--- src/rtl/spi_pkg.sv ---
// Shared types and constants for the SPI command responder.
// Frame states, command-byte layout and default status byte.
package spi_pkg;
  typedef enum logic [1:0] {IDLE, CMD, DATA} state_t;

  localparam int CMD_RW_BIT = 7;
  localparam int SPI_BYTE_W = 8;

  localparam logic [SPI_BYTE_W-1:0] STATUS_BYTE_DEF = 8'hA5;
endpackage

--- src/rtl/spi_sync_edge.sv ---
// Two-flop synchronizer for an asynchronous input, with
// single-cycle rise/fall pulses on the synchronized level.
module spi_sync_edge (
  input  logic i_clk,
  input  logic i_rst,
  input  logic i_async,
  output logic o_rise,
  output logic o_fall
);
  logic [2:0] r_sh;

  // Reset to 0 so a line already low after reset shows no fall.
  always_ff @(posedge i_clk) begin
    if (i_rst) r_sh <= '0;
    else       r_sh <= {r_sh[1:0], i_async};
  end

  assign o_rise = r_sh[1] & ~r_sh[2];
  assign o_fall = ~r_sh[1] & r_sh[2];
endmodule

--- src/rtl/spi_cmd_responder.sv ---
// SPI mode-0 target serving a register file through a
// command/address protocol, plus a local read/write port.
module spi_cmd_responder
  import spi_pkg::*;
#(
  parameter int              DEPTH       = 16,
  parameter int              ADDR_W      = 4,
  parameter logic [7:0]      STATUS_BYTE = STATUS_BYTE_DEF
) (
  input  logic              PCLK,
  input  logic              PRESET,
  input  logic              SCK,
  input  logic              SS,
  input  logic              MOSI,
  output logic              MISO,
  output logic              MISO_OE,
  input  logic [ADDR_W-1:0] LB_ADDR,
  output logic [7:0]        LB_RDATA,
  input  logic              LB_WE,
  input  logic [7:0]        LB_WDATA,
  output logic              WR_PULSE,
  output logic [ADDR_W-1:0] WR_ADDR,
  output logic [7:0]        WR_DATA,
  output logic              BUSY,
  output logic              ERR
);
  localparam logic [7:0] DEPTH8 = 8'(DEPTH);

  state_t r_state;
  state_t w_next;

  logic [7:0]        r_regs [DEPTH];
  logic [7:0]        r_rx;
  logic [7:0]        r_tx;
  logic [2:0]        r_bitcnt;
  logic              r_rw;
  logic              r_bad;
  logic              r_pend;
  logic [ADDR_W-1:0] r_addr;
  logic              r_miso;
  logic              r_oe;
  logic              r_wr_pulse;
  logic [ADDR_W-1:0] r_wr_addr;
  logic [7:0]        r_wr_data;
  logic              r_err;
  logic              r_mosi_meta;
  logic              r_mosi_sync;

  logic              w_sck_rise;
  logic              w_sck_fall;
  logic              w_ss_rise;
  logic              w_ss_fall;
  logic              w_act;
  logic              w_rise;
  logic              w_fall;
  logic [7:0]        w_rx_byte;
  logic [6:0]        w_cmd_addr;
  logic              w_cmd_bad;
  logic              w_byte_done;
  logic              w_commit;
  logic              w_load;
  logic [7:0]        w_load_byte;
  logic              w_local_we;

  spi_sync_edge u_sck (
    .i_clk   (PCLK),
    .i_rst   (PRESET),
    .i_async (SCK),
    .o_rise  (w_sck_rise),
    .o_fall  (w_sck_fall)
  );

  spi_sync_edge u_ss (
    .i_clk   (PCLK),
    .i_rst   (PRESET),
    .i_async (SS),
    .o_rise  (w_ss_rise),
    .o_fall  (w_ss_fall)
  );

  always_ff @(posedge PCLK) begin
    if (PRESET) begin
      r_mosi_meta <= 1'b0;
      r_mosi_sync <= 1'b0;
    end else begin
      r_mosi_meta <= MOSI;
      r_mosi_sync <= r_mosi_meta;
    end
  end

  // SCK edges only count inside a frame that is not closing.
  assign w_act       = (r_state != IDLE) && !w_ss_rise;
  assign w_rise      = w_act && w_sck_rise;
  assign w_fall      = w_act && w_sck_fall;
  assign w_rx_byte   = {r_rx[6:0], r_mosi_sync};
  assign w_cmd_addr  = w_rx_byte[6:0];
  assign w_cmd_bad   = {1'b0, w_cmd_addr} >= DEPTH8;
  assign w_byte_done = w_rise && (r_bitcnt == 3'd7);
  assign w_commit    = w_byte_done && (r_state == DATA)
                    && !r_rw && !r_bad;
  assign w_load      = w_fall && r_pend;
  assign w_load_byte = (r_rw && !r_bad) ? r_regs[r_addr]
                                        : 8'h00;
  assign w_local_we  = LB_WE
                    && !(w_commit && (LB_ADDR == r_addr));

  always_ff @(posedge PCLK) begin
    if (PRESET) r_state <= IDLE;
    else        r_state <= w_next;
  end

  always_comb begin
    w_next = r_state;
    unique case (r_state)
      IDLE:    if (w_ss_fall) w_next = CMD;
      CMD:     if (w_load)    w_next = DATA;
      DATA:    w_next = DATA;
      default: w_next = IDLE;
    endcase
    if (w_ss_rise) w_next = IDLE;
  end

  always_comb begin
    BUSY = 1'b1;
    unique case (r_state)
      IDLE:    BUSY = 1'b0;
      default: BUSY = 1'b1;
    endcase
  end

  always_ff @(posedge PCLK) begin
    if (PRESET) begin
      r_rx       <= '0;
      r_tx       <= '0;
      r_bitcnt   <= '0;
      r_rw       <= 1'b0;
      r_bad      <= 1'b0;
      r_pend     <= 1'b0;
      r_addr     <= '0;
      r_miso     <= 1'b0;
      r_oe       <= 1'b0;
      r_wr_pulse <= 1'b0;
      r_wr_addr  <= '0;
      r_wr_data  <= '0;
      r_err      <= 1'b0;
    end else begin
      r_wr_pulse <= 1'b0;
      r_err      <= 1'b0;
      if (w_ss_rise) begin
        r_miso <= 1'b0;
        r_oe   <= 1'b0;
        r_pend <= 1'b0;
      end else if (r_state == IDLE) begin
        if (w_ss_fall) begin
          r_tx     <= {STATUS_BYTE[6:0], 1'b0};
          r_miso   <= STATUS_BYTE[7];
          r_oe     <= 1'b1;
          r_bitcnt <= '0;
          r_rw     <= 1'b0;
          r_bad    <= 1'b0;
          r_pend   <= 1'b0;
        end
      end else begin
        if (w_rise) begin
          r_rx     <= w_rx_byte;
          r_bitcnt <= r_bitcnt + 3'd1;
          if (w_byte_done) begin
            r_pend <= 1'b1;
            if (r_state == CMD) begin
              r_rw   <= w_rx_byte[CMD_RW_BIT];
              r_addr <= w_cmd_addr[ADDR_W-1:0];
              r_bad  <= w_cmd_bad;
              r_err  <= w_cmd_bad;
            end else begin
              r_addr <= r_addr + 1'b1;
              if (w_commit) begin
                r_wr_pulse <= 1'b1;
                r_wr_addr  <= r_addr;
                r_wr_data  <= w_rx_byte;
              end
            end
          end
        end
        // Read data is captured here, at byte load.
        if (w_load) begin
          r_tx   <= {w_load_byte[6:0], 1'b0};
          r_miso <= w_load_byte[7];
          r_pend <= 1'b0;
        end else if (w_fall) begin
          r_tx   <= {r_tx[6:0], 1'b0};
          r_miso <= r_tx[7];
        end
      end
    end
  end

  always_ff @(posedge PCLK) begin
    if (PRESET) begin
      for (int i = 0; i < DEPTH; i++) r_regs[i] <= '0;
    end else begin
      if (w_local_we) r_regs[LB_ADDR] <= LB_WDATA;
      if (w_commit)   r_regs[r_addr]  <= w_rx_byte;
    end
  end

  assign LB_RDATA = r_regs[LB_ADDR];
  assign MISO     = r_miso;
  assign MISO_OE  = r_oe;
  assign WR_PULSE = r_wr_pulse;
  assign WR_ADDR  = r_wr_addr;
  assign WR_DATA  = r_wr_data;
  assign ERR      = r_err;
endmodule

--- config.mk ---
export PLATFORM = sky130hd
export DESIGN_NAME = spi_cmd_responder
export DESIGN_NICKNAME = d
export VERILOG_FILES = /design/src/rtl/spi_pkg.sv /design/src/rtl/spi_sync_edge.sv /design/src/rtl/spi_cmd_responder.sv
export SDC_FILE = /design/constraint.sdc
export NUM_CORES = 1
export LEC_CHECK = 0
export CAP_MARGIN = 15
export CORE_MARGIN = 2
export CORE_UTILIZATION = 51
export DETAILED_ROUTE_END_ITERATION = 16
export DONT_BUFFER_PORTS = 1
export PLACE_DENSITY = 0.73
export SETUP_SLACK_MARGIN = 0.2
export SYNTH_ARGS = -nofsm -noshare
export SYNTH_HDL_FRONTEND = slang
export SYNTH_SLANG_ARGS = --single-unit
--- constraint.sdc ---
create_clock -name PCLK -period 3.08 [get_ports PCLK]
set_clock_uncertainty 0.2 [all_clocks]
set_input_delay 0.154 -clock PCLK [delete_from_list [all_inputs] [get_ports PCLK]]
set_output_delay 0.154 -clock PCLK [all_outputs]
set_load 0.05 [all_outputs]
After elaboration in Yosys (flattened, before gate mapping)

Memory sizes are Yosys's and may differ from the RTL's. A register that Yosys moved wholly into a read port is not among the register bits.
Index checks and enable logic that the tools add are counted.

Register bits: 51
Memory bits (writable): 128
Input port bits: 18
Output and inout bits: 25
Word-level logic and storage cells: 125
Memories: 1

$add $sub $neg: 2
Magnitude comparators: 1
Eq/ne operators: 6
Muxes and demuxes: 46
Bitwise operators: 13
Reductions and logical operators: 38

Memories:

| name   | words | bits a word | read ports | clocked after Yosys merged registers in | wr ports | line                    | text |
|---|---|---|---|---|---|---|---|
| r_regs | 16    | 8           | 2          | 1                                       | 16       | spi_cmd_responder.sv:32 | `logic [7:0] r_regs [DEPTH];` |

Operators with widths:

| kind                                                 | count |
|---|---|
| two-way mux 8 bit                                    | 7 |
| two-way mux 1 bit                                    | 28 |
| two-way mux 4 bit                                    | 5 |
| OR reduction 8 bit                                   | 2 |
| AND reduction 3 bit                                  | 4 |
| OR reduction 6 bit                                   | 2 |
| logical AND 1 bit                                    | 11 |
| two-way mux 3 bit                                    | 3 |
| NOT 1 bit                                            | 9 |
| nonzero test 3 bit                                   | 3 |
| nonzero test 2 bit                                   | 4 |
| >= comparator 7 x 5 -> 1 bit (second input constant) | 1 |
| case mux 2 bit (3 select lines)                      | 1 |
| AND reduction 2 bit                                  | 3 |
| AND reduction 6 bit                                  | 1 |
| AND reduction 5 bit                                  | 1 |
| adder 4 x 1 -> 4 bit (second input constant)         | 1 |
| bitwise AND 1 bit                                    | 4 |
| equality test 4 bit                                  | 1 |
| zero test 1 bit                                      | 4 |
| two-way mux 2 bit                                    | 2 |
| AND reduction 4 bit                                  | 1 |
| adder 3 x 1 -> 3 bit (second input constant)         | 1 |
| equality test 3 bit (second input constant)          | 1 |
| 6 further kinds                                      | 6 |

Depth between registers and ports, before layout

Gate-level depths: netlist of run 1.

Word-level depth: 17
Depth in mapped cells: 10
Depth with buffers taken out: 6

Cells and area by module

From an unflattened synthesis of run 1, not the netlist that was laid out.

Cell total of the unflattened synthesis: 969
Area total of the unflattened synthesis: 10520.1 µm²

By module, submodules not included:

| module            | times used | cells an instance | area each (µm²) | sequential area each (µm²) |
|---|---|---|---|---|
| spi_cmd_responder | 1          | 953               | 10337.4         | 4804.6 |
| spi_sync_edge     | 2          | 8                 | 91.3            | 60.1 |

Worst setup path before layout of run 1

Ideal clock, no wire load.

Path kind: register -> register
Start: register r_state[0]
End: memory r_regs[7][0], enable pin
Library setup time: 328 ps
Arrival: 2115 ps
Required time: 2552 ps
Setup slack: 437 ps
Stages on the path, launching flop included: 8
Path buffers: 1
Clock period less this slack: 2643 ps
Cell sequence: dfxtp_1 > inv_1 > ha_1 > inv_2 > nand4_1 > buf_2 > nor3_2 > or3_1

RTL lines:

| element                  | line                     | text |
|---|---|---|
| start: declaration       | spi_cmd_responder.sv:29  | `state_t r_state;` |
| start signal: assignment | spi_cmd_responder.sv:109 | `else r_state <= w_next;` |
| end: declaration         | spi_cmd_responder.sv:32  |  |

==> reports/metrics.csv, run 1 <==
stage;metric;value;unit
outcome;status;finished clean;
synth;synth_top_family_by_area;multiplexers;
setup_path;cp-start-kind;flop;
final_layout;syn_to_final_growth;8.59;%
setup_path;critPathBufInv;2;
die;boundaryPins;43;
synth;ys_ff_latch;182;
clock_network;clock_path_buffers;2;
synth;synth_cell_type_count;63;
clock_network;cts_inserted_buffers;17;
timing;drv_slew;0;
synth;synth_edf_count;128;
route;via_per_inst;7.58;
power;vdd_ir_drop_max;381;µV
final_layout;diodes;0;
synth;synthAdderAreaFrac;1.12;%
placement;placed_cells;1157;
timing;period_minus_slack;2.83;ns
synth;synth.area.top_cells;edfxtp_1 35%, mux4_2 13%, dfxtp_1 9.7%;
placement;placed_cell_area;11300;µm²
synth;postSynthCellCount;951;
min_path;min_path_type;input pin to flop;
setup_path;crit_path_max_fanout;50;
die;fp.dieArea;23000;µm²
synth;synth_compound_area_share;16.2;%
timing;rsz0062_at_grt;true;
clock_network;h-tree-depth;4;
synth;ys_seq_area_share;44.2;%
setup_path;critPathRequiredTime;3.06;ns
clock_network;worstSkewPairLatency;0.44;ns
final_layout;fin_area;12100;µm²
synth;yosysWarnings;0;
grt;grt_use_total;31.5;%
route;vias;9157;
timing;timing.hold.ws;0.0303;ns
clock_network;post_cts_buffers;0;
synth;synth_fp_nets;979;
synth;synthSimpleGateAreaFrac;13.8;%
timing;slew_headroom;29.4;%
placement;pre_cts_ws;0.353;ns
clock_network;clk_pin_slew;0.07;ns
synth;synth_ff_type;edfxtp_1;
power;power;5.40;mW
setup_path;worstPathCellList;inv_1 > ha_1 > nor3b_1 > and4_4 > buf_12 > nand3_2 > mux2_2;
synth;synth_xor_area_share;0.315;%
setup_path;reg2reg_setup_slack;0.25;ns
final_layout;fin_nets;943;
synth;synthesis.area;11100;µm²
final_layout;drive_gt1_share;22.3;%
grt;grt_pass1_wl;53100;µm
setup_path;crit_slowest_cell;and4_4;
timing;setup_viol;0;
power;powerDensity;447;nW/µm²
synth;muxShareOfSynthArea;18.6;%
timing;period_share;91.8;%
synth;async_flop_share;0;%
die;dieHeight;152;µm
synth;avgSynthCellArea;11.7;µm²
grt;grt_max_degree;51;
timing;setup_slack;0.252;ns
power;p_leak;3.81;nW
timing;setup-tns-final;0;ns
route;avgRoutedWirePerCell;29.6;µm
synth;post-synth-top-area-cell;edfxtp_1;
die;die_w;152;µm
route;drtAntennaViolNets;0;
grt;grt_overflow;0;
route;drtIter0Drc;1607;
setup_path;crit_family;simple AND/OR/NAND/NOR gates;
final_layout;final_cells;1208;
die;core-area;21600;µm²
timing;tightest_slew;1.06;ns
placement;port_buffers;0;
job;maxCapViolCount;0;
grt;antenna_found_initial;0;
setup_path;crit_arrival;2.81;ns
route;drc;0;
clock_network;cts.sinks;182;
timing;hold_violations;0;
setup_path;worst_setup_path_end_kind;flop;
route;routed_wirelength;35700;µm
setup_path;path_class;flop to flop;
final_layout;finish.utilization;55.9;%
placement;place_congestion;0.938;
die;start_util;51.5;%
clock_network;root_buffer;clkbuf_16;
die;rows;54;
grt;first_global_vias;8568;
setup_path;max_stage_delay;0.57;ns
route;first_pass_iters;9;
clock_network;tritoncts;built;
timing;max_freq;0.354;GHz
placement;dp_hpwl;24400;µm
synth;synth_top_cell_area_share;34.5;%
cells in the final DEF (no fill, tap or decap), drive strengths merged, types with 20 or more instances in the layout:
cell / n
edfxtp: 128
mux4: 64
nand2: 44
nand4: 76
inv: 20
a211oi: 25
buf: 52
o31ai: 63
mux2i: 32
a32o: 29
dfxtp: 54
o21ai: 26
a21oi: 31
nand3: 41
mux2: 28
sequential cells by signal (all words and copies together) (netlist names), 2 cells and up, named ones only:
signal,cells
r_regs,128
r_rx,7
r_tx,7
WR_ADDR,4
WR_DATA,8
r_bitcnt,3
u_sck.r_sh,3
r_state,2
r_addr,4
u_ss.r_sh,3
timing repair:
| item | in CTS | in global routing |
|---|---|---|
| setup endpoints to repair | 0 | 76 |
| hold endpoints to repair | 152 | 16 |
| resized for setup | 0 | 2 |
| hold buffers | 18 | 1 |
cells by family after synthesis:
group	Yosys count
compound gates	233
simple gates	261
xor+xnor	4
buf+inv	137
mux	124
flops	182
fa+ha+maj	10
Yosys cell counts, types with 11 or more instances:
master / instances
edfxtp_1: 128
nand4_1: 76
clkbuf_1: 66
mux4_2: 64
o31ai_1: 63
dfxtp_1: 54
nand2_1: 44
buf_2: 38
nand3_1: 34
mux2i_1: 32
a21oi_1: 31
a32o_1: 29
mux2_2: 28
a211oi_1: 24
o21ai_0: 21
nor2_1: 18
a211o_1: 16
nor2b_1: 16
and3_1: 11
buf_4: 11
o41ai_1: 11
path summary, 6_finish.rpt:
path / start / endpoint / cells after the start
min: PRESET / r_regs[0][1]$_DFFE_PP_ / 1
min reg2reg: r_mosi_meta$_SDFF_PP0_ / r_mosi_sync$_SDFF_PP0_ / 1
max reg2reg: r_state[0]$_SDFFE_PP0P_ / r_regs[0][5]$_DFFE_PP_ / 7
max: r_state[0]$_SDFFE_PP0P_ / r_regs[0][5]$_DFFE_PP_ / 7
where the power goes:
part           total (mW)  switching [mW]  internal [mW]  leakage (nW)
Clock                2.12            1.05           1.08         0.281
Sequential           2.76          0.0621           2.70          1.74
Combinational       0.517           0.325          0.192          1.79
Total                5.40            1.43           3.97          3.81
layout make-up:
type / count / area (µm²)
Clock buffer: 19 / 433
Clock inverter: 13 / 134
Fill cell: 1786 / 9530
Inverter: 12 / 45.0
Multi-Input combinational cell: 632 / 5610
Sequential cell: 182 / 4930
Tap cell: 280 / 350
Timing Repair Buffer: 70 / 596
layer usage:
layer	GRT usage [%]	share of wire, %	vias to the layer above	wire length, µm
met5	0	0	-	0
met4	19.6	6.7	0	2410
met3	8.98	13	132	4550
met1	40.6	36	4438	12800
met2	47.0	45	778	15900
li1	-	-	3809	-
(Power assumes the default switching activity.)
==> run 2: changes to the inputs <==
--- a/config.mk
+++ b/config.mk
@@ -5,6 +5,7 @@
 export SDC_FILE = /design/constraint.sdc
 export NUM_CORES = 1
 export LEC_CHECK = 0
+export ABC_AREA = 1
 export CAP_MARGIN = 15
 export CORE_MARGIN = 2
 export CORE_UTILIZATION = 51
==> reports/metrics.csv, run 2 <==
stage;metric;value;unit;change
outcome;status;finished clean;;unchanged
min_path;hold_path_end;r_regs[14][3]$_DFFE_PP_;;was r_regs[0][1]$_DFFE_PP_
timing;setup_viol;0;;unchanged
synth;avgSynthCellArea;7.66;µm²;was 11.7 µm²
route;via_per_inst;6.15;;was 7.58
final_layout;fin_nets;1414;;was 943
clock_network;root_buffer;clkbuf_16;;unchanged
clock_network;worstSkewPairLatency;0.45;ns;was 0.44 ns
synth;synth_edf_count;128;;unchanged
die;core-area;20400;µm²;was 21,600 µm²
timing;tightest_slew;1.20;ns;was 1.06 ns
die;rows;52;;was 54
synth;async_flop_share;0;%;unchanged
placement;dp_hpwl;24000;µm;was 24,400 µm
route;routed_wirelength;36000;µm;was 35,700 µm
timing;period_minus_slack;2.79;ns;was 2.83 ns
job;maxCapViolCount;0;;unchanged
clock_network;h-tree-depth;4;;unchanged
route;drtAntennaViolNets;0;;unchanged
final_layout;regMostFlops;r_regs;;unchanged
final_layout;final_cells;1671;;was 1,208
setup_path;cp-start-kind;flop;;unchanged
route;first_pass_iters;6;;was 9
final_layout;largest_reg_flops;128;;unchanged
power;p_clk_share;37.9;%;was 39.3%
final_layout;syn_to_final_growth;10.2;%;was 8.59%
power;vdd_ir_drop_max;431;µV;was 381 µV
power;p_int;4.07;mW;was 3.97 mW
grt;grt_use_total;33.2;%;was 31.5%
synth;ys_seq_area_share;46.0;%;was 44.2%
timing;hold_violations;0;;unchanged
placement;port_buffers;0;;unchanged
grt;first_global_vias;9304;;was 8,568
min_path;worstHoldPathCells;3;;was 1
placement;placed_cells;1625;;was 1,157
grt;grt_max_degree;70;;was 51
placement;placed_cell_area;11000;µm²;was 11,300 µm²
timing;drv_slew;0;;unchanged
timing;setup-tns-final;0;ns;unchanged
setup_path;worst_setup_path_end_kind;flop;;unchanged
synth;post-synth-top-area-cell;edfxtp_1;;unchanged
synth;yosysWarnings;0;;unchanged
min_path;min_from;LB_ADDR[0];;was PRESET
setup_path;reg2reg_setup_slack;0.29;ns;was 0.25 ns
clock_network;cts.sinks;182;;unchanged
clock_network;clock_path_buffers;2;;unchanged
synth;synth.area.top_cells;edfxtp_1 36%, nand2_1 15%, dfxtp_1 10%;;was edfxtp_1 35%, mux4_2 13%, dfxtp_1 9.7%
synth;yosys-top-cells-count;431 x nand2_1, 145 x o21ai_0, 128 x edfxtp_1;;was 128 x edfxtp_1, 76 x nand4_1, 66 x clkbuf_1
synth;synth_fp_nets;1425;;was 979
grt;antenna_found_initial;2;;was 0
setup_path;r2r_end;r_regs[1][5]$_DFFE_PP_;;was r_regs[0][5]$_DFFE_PP_
route;drtIter0Drc;1308;;was 1,607
final_layout;final_cell_mix;430 x nand2_1, 145 x o21ai_0, 128 x edfxtp_1, 114 x inv_1, 92 x nor2_1;;was 128 x edfxtp_1, 76 x nand4_1, 64 x mux4_2, 63 x o31ai_1, 53 x dfxtp_1
setup_path;reg2reg_depth;11;;was 7
clock_network;clk_pin_slew;0.08;ns;was 0.07 ns
placement;place_congestion;1.03;;was 0.938
min_path;min_path_type;input pin to flop;;unchanged
timing;max_freq;0.358;GHz;was 0.354 GHz
die;start_util;52.4;%;was 51.5%
setup_path;path_class;flop to flop;;unchanged
power;netSwitchingFraction;29.7;%;was 26.5%
die;dieHeight;149;µm;was 152 µm
synth;synthesis.area;10700;µm²;was 11,100 µm²
synth;synth_cell_type_count;38;;was 63
timing;slew_headroom;19.5;%;was 29.4%
final_layout;fin_area;11800;µm²;was 12,100 µm²
power;power;5.79;mW;was 5.40 mW
synth;yosysMostFrequentCell;nand2_1;;was edfxtp_1
power;p_sw;1.72;mW;was 1.43 mW
timing;rsz0062_at_grt;false;;was true
route;drc;0;;unchanged
clock_network;cts_inserted_buffers;17;;unchanged
grt;grt_pass1_wl;54800;µm;was 53,100 µm
final_layout;drive_gt1_share;9.86;%;was 22.3%
die;fp.dieArea;22200;µm²;was 23,000 µm²
power;p_leak;5.21;nW;was 3.81 nW
setup_path;crit_arrival;2.69;ns;was 2.81 ns
route;vias;10272;;was 9,157
timing;setup_slack;0.288;ns;was 0.252 ns
route;avgRoutedWirePerCell;21.6;µm;was 29.6 µm
synth;synth_top_cell_area_share;35.9;%;was 34.5%
placement;pre_cts_ws;0.188;ns;was 0.353 ns
synth;synth_ff_type;edfxtp_1;;unchanged
die;boundaryPins;43;;unchanged
power;p_comb_share;12.6;%;was 9.6%
synth;ys_ff_latch;182;;unchanged
synth;postSynthCellCount;1397;;was 951
grt;grt_overflow;0;;unchanged
final_layout;final_common_cell;nand2_1;;was edfxtp_1
power;p_seq_share;49.5;%;was 51.1%
setup_path;worstReg2RegStart;r_state[0]$_SDFFE_PP0P_;;unchanged
timing;period_share;90.7;%;was 91.8%
power;powerDensity;491;nW/µm²;was 447 nW/µm²
setup_path;critPathRequiredTime;2.97;ns;was 3.06 ns
die;die_w;149;µm;was 152 µm
clock_network;tritoncts;built;;unchanged
setup_path;crit_path_max_fanout;10;;was 50
run 2: changes by cell type after synthesis, moves of 24 or more:
| cell | before | now |
|---|---|---|
| nand2_1 | 44 | 431 |
| o21ai_0 | 21 | 145 |
| inv_1 | 10 | 114 |
| nor2_1 | 18 | 94 |
| o21ai_1 | 5 | 70 |
| mux4_2 | 64 | 0 |
| o31ai_1 | 63 | 1 |
| nand4_1 | 76 | 15 |
| nand3_1 | 34 | 81 |
| mux2i_1 | 32 | 0 |
| a32o_1 | 29 | 0 |
| mux2_2 | 28 | 0 |
| buf_2 | 38 | 12 |
| a22oi_1 | 8 | 32 |
run 2: final cells by class:
| type | instances | area [µm²] |
|---|---|---|
| fill | 1834 | 8640 |
| sequential | 182 | 4930 |
| multi-input combinational | 994 | 4910 |
| inverter | 135 | 562 |
| clock buffer | 18 | 450 |
| timing repair buffer | 56 | 450 |
| tap | 270 | 338 |
| clock inverter | 14 | 154 |
| antenna | 2 | 5.00 |
run 2: power by group through the flow:
stage	Sequential [mW]	Clock [mW]	Combinational [mW]
5_1_grt	2.88	2.30	0.780
2_1_floorplan	2.84	0	0.483
3_5_place_dp	2.92	0	0.640
4_1_cts	2.86	2.20	0.705
6_report	2.87	2.19	0.729
3_3_place_gp	2.91	0	0.630
run 2: worst max-delay path, cell delays in order, from the launching register on:
cell     delay, ns
dfxtp_1       0.34
inv_1         0.08
ha_1          0.25
inv_2         0.09
nand4_4       0.19
nor2_8        0.21
nand2_2       0.08
inv_4         0.12
nand2_8       0.10
nor2_8        0.24
nand2_4       0.14
nand3_1       0.38
run 2: per-stage QoR:
step	utilization, %	hold WS [ns]
finish	57.7	0.116
global route	57.7	0.169
CTS	57.6	0.0687
detailed placement	54.0	0.0304
global placement	54.0	0.0282
floorplan	-	0.0610
run 2: per-layer routing:
layer  vias up  GRT usage [%]  part of all wire, %
met1      4731           45.1                   38
met5         -              0                    0
met4         0           17.0                  4.7
met3       127           6.97                   13
li1       4665              -                    -
met2       749           50.4                   44
run 2: worst max path at each step:
stage                             from                       to  slack, ns  depth (start not counted)
2_1_floorplan  r_state[0]$_SDFFE_PP0P_   r_regs[4][0]$_DFFE_PP_       0.41                         11
3_3_place_gp   r_state[0]$_SDFFE_PP0P_  r_regs[14][1]$_DFFE_PP_       0.26                         10
3_5_place_dp   r_state[0]$_SDFFE_PP0P_   r_regs[7][4]$_DFFE_PP_       0.19                         10
4_1_cts        r_state[0]$_SDFFE_PP0P_   r_regs[2][7]$_DFFE_PP_       0.34                         11
5_1_grt        r_state[0]$_SDFFE_PP0P_  r_regs[12][4]$_DFFE_PP_       0.20                         10
6_report       r_state[0]$_SDFFE_PP0P_   r_regs[1][5]$_DFFE_PP_       0.29                         11
run 2: kinds of logic after synthesis:
kind of cell / after synthesis / synth area share [%]
buf+inv: 221 / 8.44
compound gates: 320 / 16.6
fa+ha+maj: 10 / 1.17
simple gates: 660 / 27.5
flops: 182 / 46.0
xor+xnor: 4 / 0.327
run 2: repair_timing:
item | CTS | global route
setup endpoints to repair | 64 | 32
buffers inserted | 0 | 0
endpoints found under the hold margin | 155 | 0
gates resized for setup | 2 | 5
hold buffers | 12 | 0
==> run 3: changes to the inputs <==
--- a/config.mk
+++ b/config.mk
@@ -7,11 +7,14 @@
 export LEC_CHECK = 0
 export ABC_AREA = 1
 export CAP_MARGIN = 15
+export CELL_PAD_IN_SITES_DETAIL_PLACEMENT = 0
+export CELL_PAD_IN_SITES_GLOBAL_PLACEMENT = 1
 export CORE_MARGIN = 2
-export CORE_UTILIZATION = 51
+export CORE_UTILIZATION = 48
 export DETAILED_ROUTE_END_ITERATION = 16
 export DONT_BUFFER_PORTS = 1
-export PLACE_DENSITY = 0.73
+export HOLD_SLACK_MARGIN = 0.08
+export PLACE_DENSITY = 0.87
 export SETUP_SLACK_MARGIN = 0.2
 export SYNTH_ARGS = -nofsm -noshare
 export SYNTH_HDL_FRONTEND = slang
==> reports/metrics.csv, run 3 (synthesized netlist as in run 2, its figures left out) <==
stage;metric;value;unit;change
clock_network;clk_pin_slew;0.08;ns;about the same
route;drtAntennaViolNets;0;;unchanged
setup_path;crit_arrival;2.66;ns;was 2.69 ns
clock_network;tritoncts;built;;unchanged
final_layout;syn_to_final_growth;12.4;%;was 10.2%
clock_network;cts_inserted_buffers;17;;unchanged
grt;grt_pass1_wl;55800;µm;was 54,800 µm
timing;tightest_slew;1.29;ns;was 1.20 ns
clock_network;root_buffer;clkbuf_16;;unchanged
setup_path;path_class;flop to flop;;unchanged
setup_path;crit_slowest_cell;dfxtp_1;;was nand3_1
final_layout;fin_area;12000;µm²;was 11,800 µm²
placement;place_congestion;0.968;;was 1.03
final_layout;drive_gt1_share;11.4;%;was 9.86%
route;routed_wirelength;36900;µm;was 36,000 µm
job;maxCapViolCount;0;;unchanged
grt;grt_max_degree;46;;was 70
setup_path;cp-start-kind;flop;;unchanged
clock_network;h-tree-depth;4;;unchanged
final_layout;regMostFlops;r_regs;;unchanged
power;netSwitchingFraction;30.2;%;was 29.7%
grt;grt_use_total;31.5;%;was 33.2%
grt;first_global_vias;9165;;was 9,304
power;p_leak;5.34;nW;was 5.21 nW
power;vdd_ir_drop_max;380;µV;was 431 µV
timing;setup_viol;0;;unchanged
final_layout;final_cell_mix;431 x nand2_1, 145 x o21ai_0, 128 x edfxtp_1, 114 x inv_1, 93 x nor2_1;;was 430 x nand2_1, 145 x o21ai_0, 128 x edfxtp_1, 114 x inv_1, 92 x nor2_1
route;drc;0;;unchanged
outcome;status;finished clean;;unchanged
timing;max_freq;0.366;GHz;was 0.358 GHz
die;core-area;21800;µm²;was 20,400 µm²
die;dieHeight;153;µm;was 149 µm
power;p_clk_share;38.6;%;was 37.9%
die;start_util;49.0;%;was 52.4%
clock_network;worstSkewPairLatency;0.45;ns;about the same
die;rows;54;;was 52
final_layout;final_common_cell;nand2_1;;unchanged
grt;antenna_found_initial;0;;was 2
power;p_seq_share;48.4;%;was 49.5%
setup_path;reg2reg_depth;11;;unchanged
placement;port_buffers;0;;unchanged
timing;hold_violations;0;;unchanged
route;drtIter0Drc;1241;;was 1,308
final_layout;diodes;0;;was 2
setup_path;worst_setup_path_end_kind;flop;;unchanged
route;first_pass_iters;6;;unchanged
placement;placed_cell_area;11200;µm²;was 11,000 µm²
power;powerDensity;491;nW/µm²;about the same
clock_network;cts.sinks;182;;unchanged
die;fp.dieArea;23500;µm²;was 22,200 µm²
final_layout;largest_reg_flops;128;;unchanged
power;p_comb_share;13.0;%;was 12.6%
die;boundaryPins;43;;unchanged
setup_path;worstPathCellList;inv_1 > ha_1 > inv_2 > nand4_4 > nor2_8 > nand2_2 > inv_4 > nand3_2 > inv_2 > nand2_4 > nand3_2;;was inv_1 > ha_1 > inv_2 > nand4_4 > nor2_8 > nand2_2 > inv_4 > nand2_8 > nor2_8 > nand2_4 > nand3_1
placement;dp_hpwl;25100;µm;was 24,000 µm
clock_network;clock_path_buffers;2;;unchanged
clock_network;post_cts_buffers;0;;unchanged
grt;grt_overflow;0;;unchanged
setup_path;crit_path_max_fanout;10;;unchanged
timing;period_share;88.7;%;was 90.7%
timing;period_minus_slack;2.73;ns;was 2.79 ns
timing;setup-tns-final;0;ns;unchanged
power;p_sw;1.78;mW;was 1.72 mW
power;p_int;4.12;mW;was 4.07 mW
min_path;min_path_type;input pin to flop;;unchanged
route;via_per_inst;5.93;;was 6.15
timing;drv_slew;0;;unchanged
setup_path;critPathRequiredTime;3.00;ns;was 2.97 ns
die;die_w;153;µm;was 149 µm
setup_path;max_stage_delay;0.34;ns;was 0.38 ns
route;vias;10041;;was 10,272
timing;slew_headroom;13.8;%;was 19.5%
min_path;worstHoldPathCells;3;;unchanged
final_layout;fin_nets;1427;;was 1,414
timing;rsz0062_at_grt;true;;was false
route;avgRoutedWirePerCell;21.8;µm;was 21.6 µm
run 3: worst paths after layout:
kind | startpoint | to | slack, ns
worst max-delay path | r_state[0]$_SDFFE_PP0P_ | r_regs[11][6]$_DFFE_PP_ | 0.35
worst min-delay path | MOSI | r_mosi_meta$_SDFF_PP0_ | 0.14
worst max register to register | r_state[0]$_SDFFE_PP0P_ | r_regs[11][6]$_DFFE_PP_ | 0.35
worst min register to register | u_sck.r_sh[0]$_SDFF_PP0_ | u_sck.r_sh[1]$_SDFF_PP0_ | 0.21
run 3: area by class of cell:
cell class / count / area, µm²
clock inverter: 14 / 178
sequential: 182 / 4930
multi-input combinational: 994 / 4960
clock buffer: 18 / 450
timing repair buffer: 69 / 598
fill: 2034 / 9800
inverter: 135 / 562
tap: 280 / 350
run 3: worst max-delay path: cells and delay by family, from the launching register on:
family,cells,cell delay [ns]
DFF,1,0.34
adders and majority gates,1,0.25
and+or+nand+nor,6,0.95
buffers and inverters,4,0.68
run 3: repair_timing:
action                                 in CTS  in global routing
endpoints found under the hold margin     155                  0
gates resized for setup                     1                 16
hold buffers                               12                  0
setup endpoints to repair                  37                128
run 3: layer usage:
layer | track usage, % | wire length [µm] | vias to the layer above
li1 | - | - | 4683
met1 | 43.4 | 14900 | 4628
met2 | 48.4 | 16600 | 624
met3 | 5.90 | 3810 | 106
met4 | 14.1 | 1600 | 0
met5 | 0 | 0 | -
run 3: power groups by stage:
stage                     sequential, mW  clock, mW  combinational [mW]
after global placement              2.90          0               0.672
final                               2.86       2.28               0.767
after global routing                2.87       2.37               0.827
after floorplan                     2.84          0               0.483
after CTS                           2.85       2.29               0.747
after detailed placement            2.91          0               0.680
run 3: metrics by stage:
step                      util [%]  power (mW)  std cells  setup slack (ns)  hold slack, ns
after floorplan                  -        3.32       1397             0.410          0.0610
after global placement        51.3        3.58       1648             0.253          0.0305
after detailed placement      51.3        3.59       1648             0.105          0.0311
after CTS                     54.7        5.89       1692             0.229           0.131
after global routing          55.1        6.06       1692             0.194           0.142
final                         55.1        5.90       1692             0.347           0.139
